===== src/rtl/muldiv_seq.sv =====
// ============================================================================
// Module   : muldiv_seq (with adder_32bit)
// Purpose  : Iterative RV32M multiply/divide unit, fixed 37-cycle latency,
//            built around a single 32-bit CLA add/sub unit.
// Revision : 1.0 - initial release
// ============================================================================
`default_nettype none

module adder_32bit (
  input  logic [31:0] A,
  input  logic [31:0] B,
  input  logic        sel,
  output logic [31:0] OUT,
  output logic        CarryOut
);
  logic [31:0] w_b;
  logic [31:0] w_g;
  logic [31:0] w_p;
  logic [8:0]  w_gc;

  assign w_b     = B ^ {32{sel}};
  assign w_g     = A & w_b;
  assign w_p     = A ^ w_b;
  assign w_gc[0] = sel;

  // 4-bit lookahead groups, group carries rippled between groups.
  genvar gi;
  generate
    for (gi = 0; gi < 8; gi++) begin : g_grp
      localparam int c_lsb = gi * 4;
      logic [4:0] w_c;
      assign w_c[0] = w_gc[gi];
      assign w_c[1] = w_g[c_lsb] | (w_p[c_lsb] & w_c[0]);
      assign w_c[2] = w_g[c_lsb+1] | (w_p[c_lsb+1] & w_g[c_lsb])
                    | (w_p[c_lsb+1] & w_p[c_lsb] & w_c[0]);
      assign w_c[3] = w_g[c_lsb+2] | (w_p[c_lsb+2] & w_g[c_lsb+1])
                    | (w_p[c_lsb+2] & w_p[c_lsb+1] & w_g[c_lsb])
                    | (w_p[c_lsb+2] & w_p[c_lsb+1] & w_p[c_lsb] & w_c[0]);
      assign w_c[4] = w_g[c_lsb+3] | (w_p[c_lsb+3] & w_g[c_lsb+2])
                    | (w_p[c_lsb+3] & w_p[c_lsb+2] & w_g[c_lsb+1])
                    | (w_p[c_lsb+3] & w_p[c_lsb+2] & w_p[c_lsb+1] & w_g[c_lsb])
                    | (w_p[c_lsb+3] & w_p[c_lsb+2] & w_p[c_lsb+1] & w_p[c_lsb] & w_c[0]);
      assign OUT[c_lsb+3:c_lsb] = w_p[c_lsb+3:c_lsb] ^ w_c[3:0];
      assign w_gc[gi+1] = w_c[4];
    end
  endgenerate

  assign CarryOut = w_gc[8];
endmodule

module muldiv_seq #(
  parameter int XLEN  = 32,
  parameter int ITERS = 32
) (
  input  logic            i_clk,
  input  logic            i_reset,
  input  logic            i_start,
  input  logic [2:0]      i_op,
  input  logic [XLEN-1:0] i_rs1,
  input  logic [XLEN-1:0] i_rs2,
  input  logic            i_flush,
  output logic            o_busy,
  output logic            o_done,
  output logic [XLEN-1:0] o_result
);
  typedef enum logic [2:0] {
    S_IDLE   = 3'd0,
    S_NEG_A  = 3'd1,
    S_NEG_B  = 3'd2,
    S_ITER   = 3'd3,
    S_FIX_LO = 3'd4,
    S_FIX_HI = 3'd5,
    S_DONE   = 3'd6
  } state_t;

  state_t          r_state;
  logic [2:0]      r_op;
  logic [XLEN-1:0] r_a;     // rs1 -> |rs1| -> lo / quotient
  logic [XLEN-1:0] r_b;     // rs2 -> |rs2|
  logic [XLEN-1:0] r_hi;    // hi / remainder
  logic            r_sa;
  logic            r_sb;
  logic            r_div0;
  logic            r_c;
  logic [4:0]      r_cnt;
  logic            r_busy;
  logic            r_done;
  logic [XLEN-1:0] r_result;

  logic [XLEN-1:0] w_add_a;
  logic [XLEN-1:0] w_add_b;
  logic            w_add_sel;
  logic [XLEN-1:0] w_sum;
  logic            w_cout;

  adder_32bit u_add (
    .A        (w_add_a),
    .B        (w_add_b),
    .sel      (w_add_sel),
    .OUT      (w_sum),
    .CarryOut (w_cout)
  );

  logic            w_rs1_signed;
  logic            w_rs2_signed;
  logic            w_is_div;
  logic            w_is_rem;
  logic            w_hi_op;
  logic            w_neg_prod;
  logic            w_neg_lo;
  logic            w_mulh_fix;
  logic [XLEN-1:0] w_rsh;
  logic            w_accept;
  logic [XLEN-1:0] w_fix_src;
  logic [XLEN-1:0] w_result;

  assign w_rs1_signed = (i_op == 3'b001) || (i_op == 3'b010) || (i_op == 3'b100) || (i_op == 3'b110);
  assign w_rs2_signed = (i_op == 3'b001) || (i_op == 3'b100) || (i_op == 3'b110);

  assign w_is_div   = r_op[2];
  assign w_is_rem   = r_op[2] & r_op[1];
  assign w_hi_op    = ~r_op[2] & (r_op[1:0] != 2'b00);
  assign w_neg_prod = r_sa ^ r_sb;
  // Remainder follows the dividend sign; quotient sign is suppressed for /0.
  assign w_neg_lo   = w_is_rem ? r_sa : (w_is_div ? (w_neg_prod & ~r_div0) : w_neg_prod);
  assign w_mulh_fix = w_hi_op & w_neg_prod;
  assign w_fix_src  = w_is_rem ? r_hi : r_a;

  assign w_rsh    = {r_hi[XLEN-2:0], r_a[XLEN-1]};
  assign w_accept = r_hi[XLEN-1] | w_cout;

  assign w_result = w_hi_op  ? (w_mulh_fix ? w_sum : r_hi) :
                    w_is_rem ? r_hi : r_a;

  always_comb begin
    w_add_a   = '0;
    w_add_b   = '0;
    w_add_sel = 1'b0;
    case (r_state)
      S_NEG_A: begin
        w_add_b   = r_a;
        w_add_sel = 1'b1;
      end
      S_NEG_B: begin
        w_add_b   = r_b;
        w_add_sel = 1'b1;
      end
      S_ITER: begin
        w_add_a   = w_is_div ? w_rsh : r_hi;
        w_add_b   = r_b;
        w_add_sel = w_is_div;
      end
      S_FIX_LO: begin
        w_add_b   = w_fix_src;
        w_add_sel = 1'b1;
      end
      S_FIX_HI: begin
        w_add_a   = ~r_hi;
        w_add_b   = {XLEN{r_c}};
        w_add_sel = r_c;
      end
      default: ;
    endcase
  end

  always_ff @(posedge i_clk or posedge i_reset) begin
    if (i_reset) begin
      r_state  <= S_IDLE;
      r_op     <= '0;
      r_a      <= '0;
      r_b      <= '0;
      r_hi     <= '0;
      r_sa     <= 1'b0;
      r_sb     <= 1'b0;
      r_div0   <= 1'b0;
      r_c      <= 1'b0;
      r_cnt    <= '0;
      r_busy   <= 1'b0;
      r_done   <= 1'b0;
      r_result <= '0;
    end else begin
      r_done <= 1'b0;
      if ((r_state != S_IDLE) && i_flush) begin
        r_state <= S_IDLE;
        r_busy  <= 1'b0;
      end else begin
        case (r_state)
          S_IDLE: begin
            if (i_start && !i_flush) begin
              r_op    <= i_op;
              r_a     <= i_rs1;
              r_b     <= i_rs2;
              r_hi    <= '0;
              r_sa    <= i_rs1[XLEN-1] & w_rs1_signed;
              r_sb    <= i_rs2[XLEN-1] & w_rs2_signed;
              r_div0  <= (i_rs2 == '0);
              r_cnt   <= '0;
              r_busy  <= 1'b1;
              r_state <= S_NEG_A;
            end
          end
          S_NEG_A: begin
            if (r_sa) r_a <= w_sum;
            r_state <= S_NEG_B;
          end
          S_NEG_B: begin
            if (r_sb) r_b <= w_sum;
            r_state <= S_ITER;
          end
          S_ITER: begin
            if (w_is_div) begin
              r_hi <= w_accept ? w_sum : w_rsh;
              r_a  <= {r_a[XLEN-2:0], w_accept};
            end else if (r_a[0]) begin
              r_hi <= {w_cout, w_sum[XLEN-1:1]};
              r_a  <= {w_sum[0], r_a[XLEN-1:1]};
            end else begin
              r_hi <= {1'b0, r_hi[XLEN-1:1]};
              r_a  <= {r_hi[0], r_a[XLEN-1:1]};
            end
            r_cnt <= r_cnt + 5'd1;
            if (r_cnt == 5'(ITERS - 1)) r_state <= S_FIX_LO;
          end
          S_FIX_LO: begin
            // c is the carry out of negating the low half of the product.
            r_c <= (r_a == '0);
            if (w_neg_lo) begin
              if (w_is_rem) r_hi <= w_sum;
              else          r_a  <= w_sum;
            end
            r_state <= S_FIX_HI;
          end
          S_FIX_HI: begin
            if (w_mulh_fix) r_hi <= w_sum;
            r_result <= w_result;
            r_done   <= 1'b1;
            r_state  <= S_DONE;
          end
          S_DONE: begin
            r_busy  <= 1'b0;
            r_state <= S_IDLE;
          end
          default: begin
            r_busy  <= 1'b0;
            r_state <= S_IDLE;
          end
        endcase
      end
    end
  end

  assign o_busy   = r_busy;
  assign o_done   = r_done;
  assign o_result = r_result;
endmodule

`default_nettype wire


===== config.mk =====
export PLATFORM = sky130hd
export DESIGN_NAME = muldiv_seq
export DESIGN_NICKNAME = d
export VERILOG_FILES = /design/src/rtl/muldiv_seq.sv
export SDC_FILE = /design/constraint.sdc
export NUM_CORES = 1
export LEC_CHECK = 0
export ABC_AREA = 0
export CAP_MARGIN = 5
export CORE_MARGIN = 2
export CORE_UTILIZATION = 45
export DETAILED_ROUTE_END_ITERATION = 8
export GPL_TIMING_DRIVEN = 0
export SETUP_SLACK_MARGIN = 0.5
export SLEW_MARGIN = 15
export SYNTH_ARGS = -nofsm -noshare
export SYNTH_HDL_FRONTEND = slang
export SYNTH_SLANG_ARGS = --single-unit

===== constraint.sdc =====
create_clock -name i_clk -period 7.1 [get_ports i_clk]
set_input_delay 0.71 -clock i_clk [delete_from_list [all_inputs] [get_ports i_clk]]
set_output_delay 0.71 -clock i_clk [all_outputs]
set_load 0.03 [all_outputs]

==> impl_metrics.env <==
export IMPL_synth_distinct_cells=74
export IMPL_clock_skew_final_ps=20.09
export IMPL_required_ps=7390
export IMPL_max_freq_mhz=154.6
export IMPL_cts_htree_levels=4
export IMPL_grt_pass1_vias=11750
export IMPL_synth_largest_area_cell="dfrtp_1"
export IMPL_synthTopCellsByArea="dfrtp_1 31%, mux2i_1 10%, nand2_1 5.1%"
export IMPL_rr_startpoint="r_op[2]"
export IMPL_start_kind="flip-flop"
export IMPL_viasPerCell=6.629
export IMPL_remaining_drc_errors=0
export IMPL_clk_path_buf_depth=2
export IMPL_synthSimpleGateAreaFrac_pct=13.89
export IMPL_synthAdderAreaFrac_pct=4.838
export IMPL_drt_wl_total_um=51600
export IMPL_antenna_found_initial=2
export IMPL_syn_area_um2=11690
export IMPL_power_leakage_nw=5.827
export IMPL_nets=1654
export IMPL_cts_sinks=145
export IMPL_die_w_um=165.2
export IMPL_outcome="finished, final reports clean"
export IMPL_tightestPinTransition_ps=1066
export IMPL_layout_commonest_cell="nand2_1"
export IMPL_ff_latch_area_um2=3628
export IMPL_fin_crit_ps=6469
export IMPL_overflow=0
export IMPL_synth_edf_count=0
export IMPL_synth_compound_area_share_pct=27.79
export IMPL_numCtsBuffers=17
export IMPL_power_density_nw_per_um2=271.9
export IMPL_clk_pin_slew_worst_paths_ps=70
export IMPL_seq_area_frac_synth_pct=31.04
export IMPL_reg2reg_slack_ps=630
export IMPL_multi_input_area_um2=7418
export IMPL_vdd_drop_max_v=0.0001461
export IMPL_synth_flop_cell="dfrtp_1"
export IMPL_cts_tree="built"
export IMPL_clkLatencyLatePin_ps=450
export IMPL_drv_slew=0
export IMPL_synthArstFlopShare_pct=100.0
export IMPL_row_count=58
export IMPL_endpoint="r_hi[27]"
export IMPL_critPathArrivalTime_ps=6760
export IMPL_port_buffers=104
export IMPL_synth_top_area_share_pct=31.04
export IMPL_synth_top_family_by_area="compound AO/OA/AOI/OAI gates"
export IMPL_rr_endpoint="r_hi[27]"
export IMPL_cp_startpoint="r_op[2]"
export IMPL_die_h_um=165.2
export IMPL_grt_pass1_wl_um=76200
export IMPL_fin_crit_sh_pct=91.12
export IMPL_layout_drive_gt1_share_pct=6.045
export IMPL_detail_route_antenna_nets=0
export IMPL_syn_area_per_cell_um2=8.249
export IMPL_synthCells=1417
export IMPL_start_util_pct=46.15
export IMPL_cap_violations=0
export IMPL_ys_seq_elements=145
export IMPL_routabilityCongestion=1.000
export IMPL_relSlewSlack_pct=28.42
export IMPL_grt_usage_pct=38.23
export IMPL_fill_cells=2474
export IMPL_synth_mux_area_share_pct=11.55
export IMPL_setup_viol=0
export IMPL_reg2regPathDepth=18
export IMPL_place_hpwl_um=38860
export IMPL_vias=12500
export IMPL_whs_path_depth=2
export IMPL_ios=105
export IMPL_critPathKind="flip-flop to flip-flop"
export IMPL_synth_xor_area_share_pct=5.085
export IMPL_end_kind="flip-flop"
export IMPL_layout_common_cells="158 x nand2_1, 145 x dfrtp_1, 118 x mux2i_1, 108 x clkbuf_1, 108 x o21ai_0"
export IMPL_worstPathMaxFanout=10
export IMPL_synth_net_count=1529
export IMPL_final_cells=1886
export IMPL_cts_setup_buffers=0
export IMPL_drt_iter0_drc=2039
export IMPL_post_drt_wl_per_cell_um=27.36
export IMPL_cts_root_buf="clkbuf_16"
export IMPL_drtPass1Iterations=7
export IMPL_tns_ps=0
export IMPL_grt_max_degree=95
export IMPL_grt_setup_unrepaired="false"
export IMPL_design_die_area_um2=27280
export IMPL_place_inst=1853
export IMPL_min_path_type="flip-flop to flip-flop"
export IMPL_core_area_um2=25330
export IMPL_area_delta_synth_final_pct=17.95
export IMPL_hold_violations=0
export IMPL_ys_warnings_count=0
export IMPL_hp_start="o_result[5]"
[area by class of cell]
class / instances / area share, %
multi-input combinational: 1104 / 53.81
sequential: 145 / 26.32
timing repair buffer: 106 / 7.805
buffer: 150 / 4.501
clock buffer: 18 / 3.113
tap: 330 / 2.995
clock inverter: 14 / 0.8984
inverter: 18 / 0.5445
antenna: 1 / 0.01815
[state kept, by name, summed over array words and instances, names as in the netlist]
register / count
o_result: 32
r_hi: 32
r_cnt: 5
r_b: 32
r_state: 3
o_busy: 1
r_c: 1
r_op: 3
r_sa: 1
r_sb: 1
r_a: 32
o_done: 1
r_div0: 1
[worst max-delay path, stage by stage (launching register included)]
cell      delay (ps)
dfrtp_1          400
clkbuf_1         300
nand2_1          390
buf_1            810
mux2i_1          320
o21ai_0          120
xor2_1           170
ha_1             380
nand4_1          160
or4_1            570
or4b_4           590
a311oi_2         390
o21ai_0          190
nand2_1          200
fa_1             610
mux2i_1          260
a21oi_1          110
a32oi_1          230
o31ai_1           90
[metal layers]
metal,GRT usage (%),part of all wire [%]
met5,0,0.025
met4,13.12,3.3
met3,8.492,12
met1,54.27,42
met2,57.31,43
[where the power goes]
part,total [mW],switching (mW),internal [mW]
Clock,0.904,0.444,0.460
Sequential,1.22,0.262,0.954
Combinational,1.63,1.07,0.556
Total,3.75,1.78,1.97
[stage by stage]
step	util, %	setup WS, ps	cell area [um2]	power, mW	hold WS (ps)
2_1_floorplan	-	2013	11690	2.106	448.4
3_3_place_gp	51.89	-359.3	13140	2.745	464.6
3_5_place_dp	52.08	-284.0	13190	2.758	468.4
4_1_cts	54.33	614.0	13760	3.649	483.4
5_1_grt	54.43	557.7	13780	3.865	496.4
6_report	54.44	630.5	13790	3.749	477.6
[timing repair]
| item | CTS | global route |
|---|---|---|
| gates resized for setup | 6 | 12 |
| endpoints found under the setup margin | 46 | 29 |
| hold buffers | 0 | 0 |
[cell families (layout without fill, tap and decap cells)]
family	count (synthesis)	in the layout
compound gates	498	498
xor+xnor	67	67
fa+ha+maj	41	41
buf+inv	168	306
flops	145	145
mux	133	133
other cells	0	1
simple gates	365	365
[worst min path at each step]
stage,to,slack (ps)
6_report,o_result[5],480
5_1_grt,o_result[28],500
4_1_cts,o_result[2],480
3_5_place_dp,o_result[2],470
3_3_place_gp,o_result[28],460
2_1_floorplan,r_div0,450
[synthesized netlist by cell type, drive strengths merged, types with 18 or more instances]
cell,instances
ha,34
nand2,159
xor2,45
nor4,18
buf,39
a21oi,82
a31oi,26
nand3,30
nor2,100
o21ai,133
o22ai,70
xnor2,22
o31ai,42
mux2i,118
a221oi,48
clkbuf,111
dfrtp,145
No activity file was read; power rests on OpenSTA's default activity.
